--- config.mk ---
export PLATFORM = sky130hd
export DESIGN_NAME = pmt_lookup_ctrl
export DESIGN_NICKNAME = d
export VERILOG_FILES = /design/src/rtl/pmt_lookup_ctrl.sv
export SDC_FILE = /design/constraint.sdc
export NUM_CORES = 1
export LEC_CHECK = 0
export BUFFER_PORTS_ARGS = -buffer_cell sky130_fd_sc_hd__buf_4
export CORE_AREA = 2 2 124 126
export DETAILED_ROUTE_END_ITERATION = 10
export DIE_AREA = 0 0 126 128
export HOLD_SLACK_MARGIN = 0.02
export PLACE_DENSITY = 0.6
export SLEW_MARGIN = 20
export SYNTH_ARGS = -nofsm -noshare
export SYNTH_HDL_FRONTEND = slang
export SYNTH_SLANG_ARGS = --single-unit
--- constraint.sdc ---
create_clock -name clk -period 4.9 [get_ports clk]
set_input_delay 0.98 -clock clk [delete_from_list [all_inputs] [get_ports clk]]
set_output_delay 0.98 -clock clk [all_outputs]
set_load 0.01 [all_outputs]
--- src/rtl/pmt_lookup_ctrl.sv ---
// Exact-match lookup controller for the sram_pmt table: hashes keys, issues reads,
// compares tags, returns hit/miss plus action, and owns the install write port.
module pmt_lookup_ctrl #(
    parameter int unsigned           KEY_WIDTH      = 16,
    parameter int unsigned           ACT_WIDTH      = 16,
    parameter int unsigned           DATA_WIDTH     = 32,
    parameter int unsigned           ADDR_WIDTH     = 5,
    parameter int unsigned           META_WIDTH     = 8,
    parameter logic [ACT_WIDTH-1:0]  DEFAULT_ACTION = '0
) (
    input  logic                  clk,
    input  logic                  rst_n,

    input  logic                  lk_valid,
    output logic                  lk_ready,
    input  logic [KEY_WIDTH-1:0]  lk_key,
    input  logic [META_WIDTH-1:0] lk_meta,

    input  logic                  inst_valid,
    output logic                  inst_ready,
    input  logic [KEY_WIDTH-1:0]  inst_key,
    input  logic [ACT_WIDTH-1:0]  inst_action,

    output logic                  res_valid,
    input  logic                  res_ready,
    output logic                  res_hit,
    output logic [ACT_WIDTH-1:0]  res_action,
    output logic [META_WIDTH-1:0] res_meta,

    output logic                  sram_wr_en,
    output logic [ADDR_WIDTH-1:0] sram_wr_addr,
    output logic [DATA_WIDTH-1:0] sram_wr_data,

    output logic                  sram_rd_en,
    output logic [ADDR_WIDTH-1:0] sram_rd_addr,
    input  logic [DATA_WIDTH-1:0] sram_rd_data,
    input  logic                  sram_rd_valid,

    output logic [15:0]           cnt_hit,
    output logic [15:0]           cnt_miss
);

    typedef enum logic [2:0] {
        ST_IDLE,
        ST_ISSUE,
        ST_WAIT,
        ST_CMP,
        ST_RESP
    } state_t;

    state_t                state;
    logic [KEY_WIDTH-1:0]  key_q;
    logic [META_WIDTH-1:0] meta_q;
    logic                  lk_fire;
    logic                  inst_fire;
    logic                  rd_hit;
    logic [KEY_WIDTH-1:0]  rd_tag;
    logic [ACT_WIDTH-1:0]  rd_action;

    // Fold the key onto the address in ADDR_WIDTH-bit slices; for 16/5 this is
    // key[4:0] ^ key[9:5] ^ key[14:10] ^ {4'b0, key[15]}.
    function automatic logic [ADDR_WIDTH-1:0] hash(input logic [KEY_WIDTH-1:0] k);
        logic [ADDR_WIDTH-1:0] h;
        h = '0;
        for (int unsigned i = 0; i < KEY_WIDTH; i++) begin
            h[i % ADDR_WIDTH] = h[i % ADDR_WIDTH] ^ k[i];
        end
        return h;
    endfunction

    assign inst_ready = (state == ST_IDLE);
    assign lk_ready   = (state == ST_IDLE) && !inst_valid;
    assign inst_fire  = inst_valid && inst_ready;
    assign lk_fire    = lk_valid && lk_ready;

    always_comb begin
        sram_wr_en   = 1'b0;
        sram_wr_addr = '0;
        sram_wr_data = '0;
        if (inst_fire) begin
            sram_wr_en   = 1'b1;
            sram_wr_addr = hash(inst_key);
            sram_wr_data = {inst_key, inst_action};
        end
    end

    assign rd_tag    = sram_rd_data[DATA_WIDTH-1 -: KEY_WIDTH];
    assign rd_action = sram_rd_data[ACT_WIDTH-1:0];
    assign rd_hit    = sram_rd_valid && (rd_tag == key_q);

    always_ff @(posedge clk or negedge rst_n) begin
        if (!rst_n) begin
            state        <= ST_IDLE;
            key_q        <= '0;
            meta_q       <= '0;
            sram_rd_en   <= 1'b0;
            sram_rd_addr <= '0;
            res_valid    <= 1'b0;
            res_hit      <= 1'b0;
            res_action   <= '0;
            res_meta     <= '0;
            cnt_hit      <= '0;
            cnt_miss     <= '0;
        end else begin
            case (state)
                ST_IDLE: begin
                    if (lk_fire) begin
                        key_q        <= lk_key;
                        meta_q       <= lk_meta;
                        sram_rd_en   <= 1'b1;
                        sram_rd_addr <= hash(lk_key);
                        state        <= ST_ISSUE;
                    end
                end
                ST_ISSUE: begin
                    sram_rd_en   <= 1'b0;
                    sram_rd_addr <= '0;
                    state        <= ST_WAIT;
                end
                ST_WAIT: begin
                    state <= ST_CMP;
                end
                ST_CMP: begin
                    res_valid  <= 1'b1;
                    res_hit    <= rd_hit;
                    res_action <= rd_hit ? rd_action : DEFAULT_ACTION;
                    res_meta   <= meta_q;
                    if (rd_hit) begin
                        if (cnt_hit != 16'hFFFF) cnt_hit <= cnt_hit + 16'd1;
                    end else begin
                        if (cnt_miss != 16'hFFFF) cnt_miss <= cnt_miss + 16'd1;
                    end
                    state <= ST_RESP;
                end
                ST_RESP: begin
                    if (res_ready) begin
                        res_valid <= 1'b0;
                        state     <= ST_IDLE;
                    end
                end
                default: begin
                    state <= ST_IDLE;
                end
            endcase
        end
    end

endmodule

==> impl_metrics.csv <==
group,metric,value,unit
yosys,synth_flop_cell,"dfrtp_1",
timing,rsz0062_at_grt,"false",
finish,final_net_count,686,
finish,final_cells,783,
clock_tree,cts_max_level,3,
place,gp_routability_congestion,0.747,
power,power_density,426,nW/um^2
job,drv_cap,0,
yosys,synthArstFlopShare,1.00,
global_route,antenna_found_initial,0,
drt,drt_pre_antenna_iters,4,
finish,layout_commonest_cell,"buf_4",
floorplan,rows,45,
worst_setup_path,end_kind,"output port",
drt,post_drt_wl_per_cell,15.3,um
yosys,ys_seq_area_frac,0.521,
worst_setup_path,r2r-start,"key_q[9]",
worst_setup_path,cp_common_cell,"buf_4",
worst_setup_path,required,3920,ps
timing,report.final.slew_viol_count,0,
worst_setup_path,crit_slowest_cell,"dfrtp_1",
timing,finalHoldViolCount,0,
yosys,yosysTopAreaCell,"dfrtp_1",
finish,mostFrequentLayoutCells,"buf_4 (202), dfrtp_1 (91), nand2_1 (50)",
timing,setup_tns,0,ps
place,port_buffers,197,
place,dp_cells,767,
finish,layout-drive-gt1-share,0.424,
yosys,synth.area.top_cells,"dfrtp_1 (52%), xnor2_1 (8.8%), mux2_2 (7.0%), and3_1 (5.4%), xor2_1 (4.4%)",
worst_setup_path,crit_family,"simple AND/OR/NAND/NOR gates",
power,p_int,0.00182,W
power,cellLeakagePower,3.21,nW
clock_tree,root_buffer,"clkbuf_16",
power,p_sw_frac,0.325,
finish,multi_input_area,2000,um^2
timing,hold_ws,466,ps
worst_setup_path,rrSetupSlack,2450,ps
global_route,grt.total_usage,0.146,
worst_setup_path,path_buf_inv,2,
power,clkPwrFrac,0.256,
floorplan,ios,198,
power,vdd_ir_drop_max,0.383,mV
global_route,grt_pass1_vias,3449,
timing,clock-skew-final,6.26,ps
finish,regArea,2280,um^2
yosys,synth-edff-count,0,
clock_tree,post_cts_resized,0,
clock_tree,postCtsHoldBufs,0,
yosys,ys_seq_elements,91,
drt,route.detailed.drc,0,
yosys,yosys_warnings,0,
power,power,0.00270,W
drt,vias,3620,
run_status,status,"finished, final reports clean",
floorplan,die_area,16100,um^2
hold_path,hold_path_depth,2,
yosys,yosysUniqueCellTypes,35,
timing,setup_viol,0,
drt,drtAntennaViolNets,0,
worst_setup_path,reg2reg_to,"cnt_hit[1]",
timing,slew_headroom,0.461,
worst_setup_path,crit_start,"state[0]",
drt,dr.first_iter.drc_count,137,
hold_path,min_path_type,"reg -> reg",
power,comb_power_share,0.344,
finish,antenna_cells,0,
clock_tree,post_cts_buffers,0,
drt,wl,12.0,mm
power,seq_power_share,0.400,
floorplan,core-area,14900,um^2
clock_tree,clock_path_buffers,2,
global_route,grt-ovfl-total,0,
floorplan,die_x,126,um
timing,layout_worst_path_cycle_share,0.573,
worst_setup_path,cp_max_fo,35,
finish,syn_to_final_growth,44.8,%
yosys,synth_cells,395,
clock_tree,clk_latency,340,ps
yosys,syn-cell-area,4370,um^2
worst_setup_path,path_class,"reg -> out",
global_route,grt_start_max_net_pins,64,
place,dp_hpwl,8.96,mm
clock_tree,cts_tree,"done",
hold_path,worstHoldEndpoint,"res_meta[0]",
yosys,syn_avg_cell_area,11.1,um^2
worst_setup_path,crit_path_cell_trace,"nor3_2, buf_4, nand2_1, nor2_1, buf_4",
power,switching_power,0.000876,W
clock_tree,path_clk_slew,60,ps
drt,vias_per_cell,4.62,
global_route,grt_first_pass_wirelength,18.7,mm
floorplan,initial_core_util,0.294,
worst_setup_path,cp_data_arrival_time,1830,ps
yosys,synth_nets,491,
clock_tree,cts_made_buffers,9,
finish,nFillCells,1454,
timing,fmax,0.356,GHz
worst_setup_path,reg2reg_depth,5,
worst_setup_path,cp_slowest_stage_delay,480,ps
floorplan,fp.dieH,128,um
yosys,synthDominantCellAreaShare,0.521,
worst_setup_path,worstSetupStartpointType,"flop",
timing,post-route-min-period,2810,ps
timing,worst_slew_pin_slew,800,ps
clock_tree,clock_sinks,91,
hold_path,min_from,"meta_q[0]",
cells in the mapped netlist, drive strengths merged, types with 2 or more instances:
| cell | instances |
|---|---|
| xnor2 | 44 |
| ha | 2 |
| inv | 4 |
| a22o | 16 |
| nand2 | 50 |
| nand3 | 14 |
| xor2 | 22 |
| clkbuf | 10 |
| mux2i | 2 |
| and4 | 5 |
| nor2b | 2 |
| nor4 | 5 |
| buf | 8 |
| nand4 | 14 |
| nor2 | 16 |
| and2 | 8 |
| mux2 | 27 |
| o21ai | 6 |
| dfrtp | 91 |
| nor3 | 4 |
| and3 | 38 |
kinds of logic (layout without fill, tap and decap cells):
kind of cell    after synthesis  count (layout)  share of synthesized area
compound gates               27              27                     0.0475
xor+xnor                     66              66                      0.132
fa+ha+maj                     2               2                    0.00572
buf+inv                      22             222                     0.0232
flops                        91              91                      0.521
mux                          29              29                     0.0741
simple gates                158             158                      0.197
layout make-up:
type                            count  area share
Clock buffer                       11      0.0383
Clock inverter                      5     0.00830
Inverter                            4     0.00237
Multi-Input combinational cell    282       0.315
Sequential cell                    91       0.359
Tap cell                          188      0.0371
Timing Repair Buffer              202       0.239
sequential cells by signal (all words and copies together), names as in the netlist:
name and count:
cnt_hit 16, cnt_miss 16, key_q 16, meta_q 8
res_action 16, res_hit 1, res_meta 8, res_valid 1
sram_rd_addr 5, sram_rd_en 1, state 3
per-layer routing:
| layer | up-vias | track usage | wire length [um] | share of wire |
|---|---|---|---|---|
| met4 | 0 | 0.0485 | 155 | 0.013 |
| met5 | - | 0 | 0 | 0 |
| met2 | 99 | 0.229 | 5780 | 0.48 |
| met3 | 13 | 0.0434 | 655 | 0.055 |
| li1 | 1751 | - | - | - |
| met1 | 1757 | 0.195 | 5380 | 0.45 |
metrics by stage:
stage               utilization  setup WS, ps  instance area (um^2)
floorplan                     -          2430                  4370
global route              0.426          1890                  6330
global placement          0.406          1780                  6040
detailed placement        0.406          1760                  6040
finish                    0.426          2090                  6330
CTS                       0.426          2090                  6330
worst max-delay path by stage:
| stage | end | slack (ps) | cells after the start |
|---|---|---|---|
| global route | sram_wr_addr[1] | 1890 | 5 |
| finish | sram_wr_addr[1] | 2090 | 5 |
| CTS | sram_wr_addr[1] | 2090 | 5 |
| global placement | cnt_hit[1] | 1780 | 6 |
| floorplan | cnt_hit[9] | 2430 | 7 |
| detailed placement | cnt_hit[1] | 1760 | 6 |
power by group through the flow:
stage	Sequential, W	Clock (W)	Combinational [W]
after floorplan	0.00109	0	0.000513
after global placement	0.00108	0	0.000924
after global routing	0.00111	0.000753	0.00102
final	0.00108	0.000690	0.000928
after detailed placement	0.00109	0	0.000941
after CTS	0.00108	0.000716	0.000944
worst min-delay path, stage by stage, from the launching register on:
cell and delay (ps):
dfrtp_1 340, nand2_1 50, nand2_1 50
(Power assumes the default switching activity.)
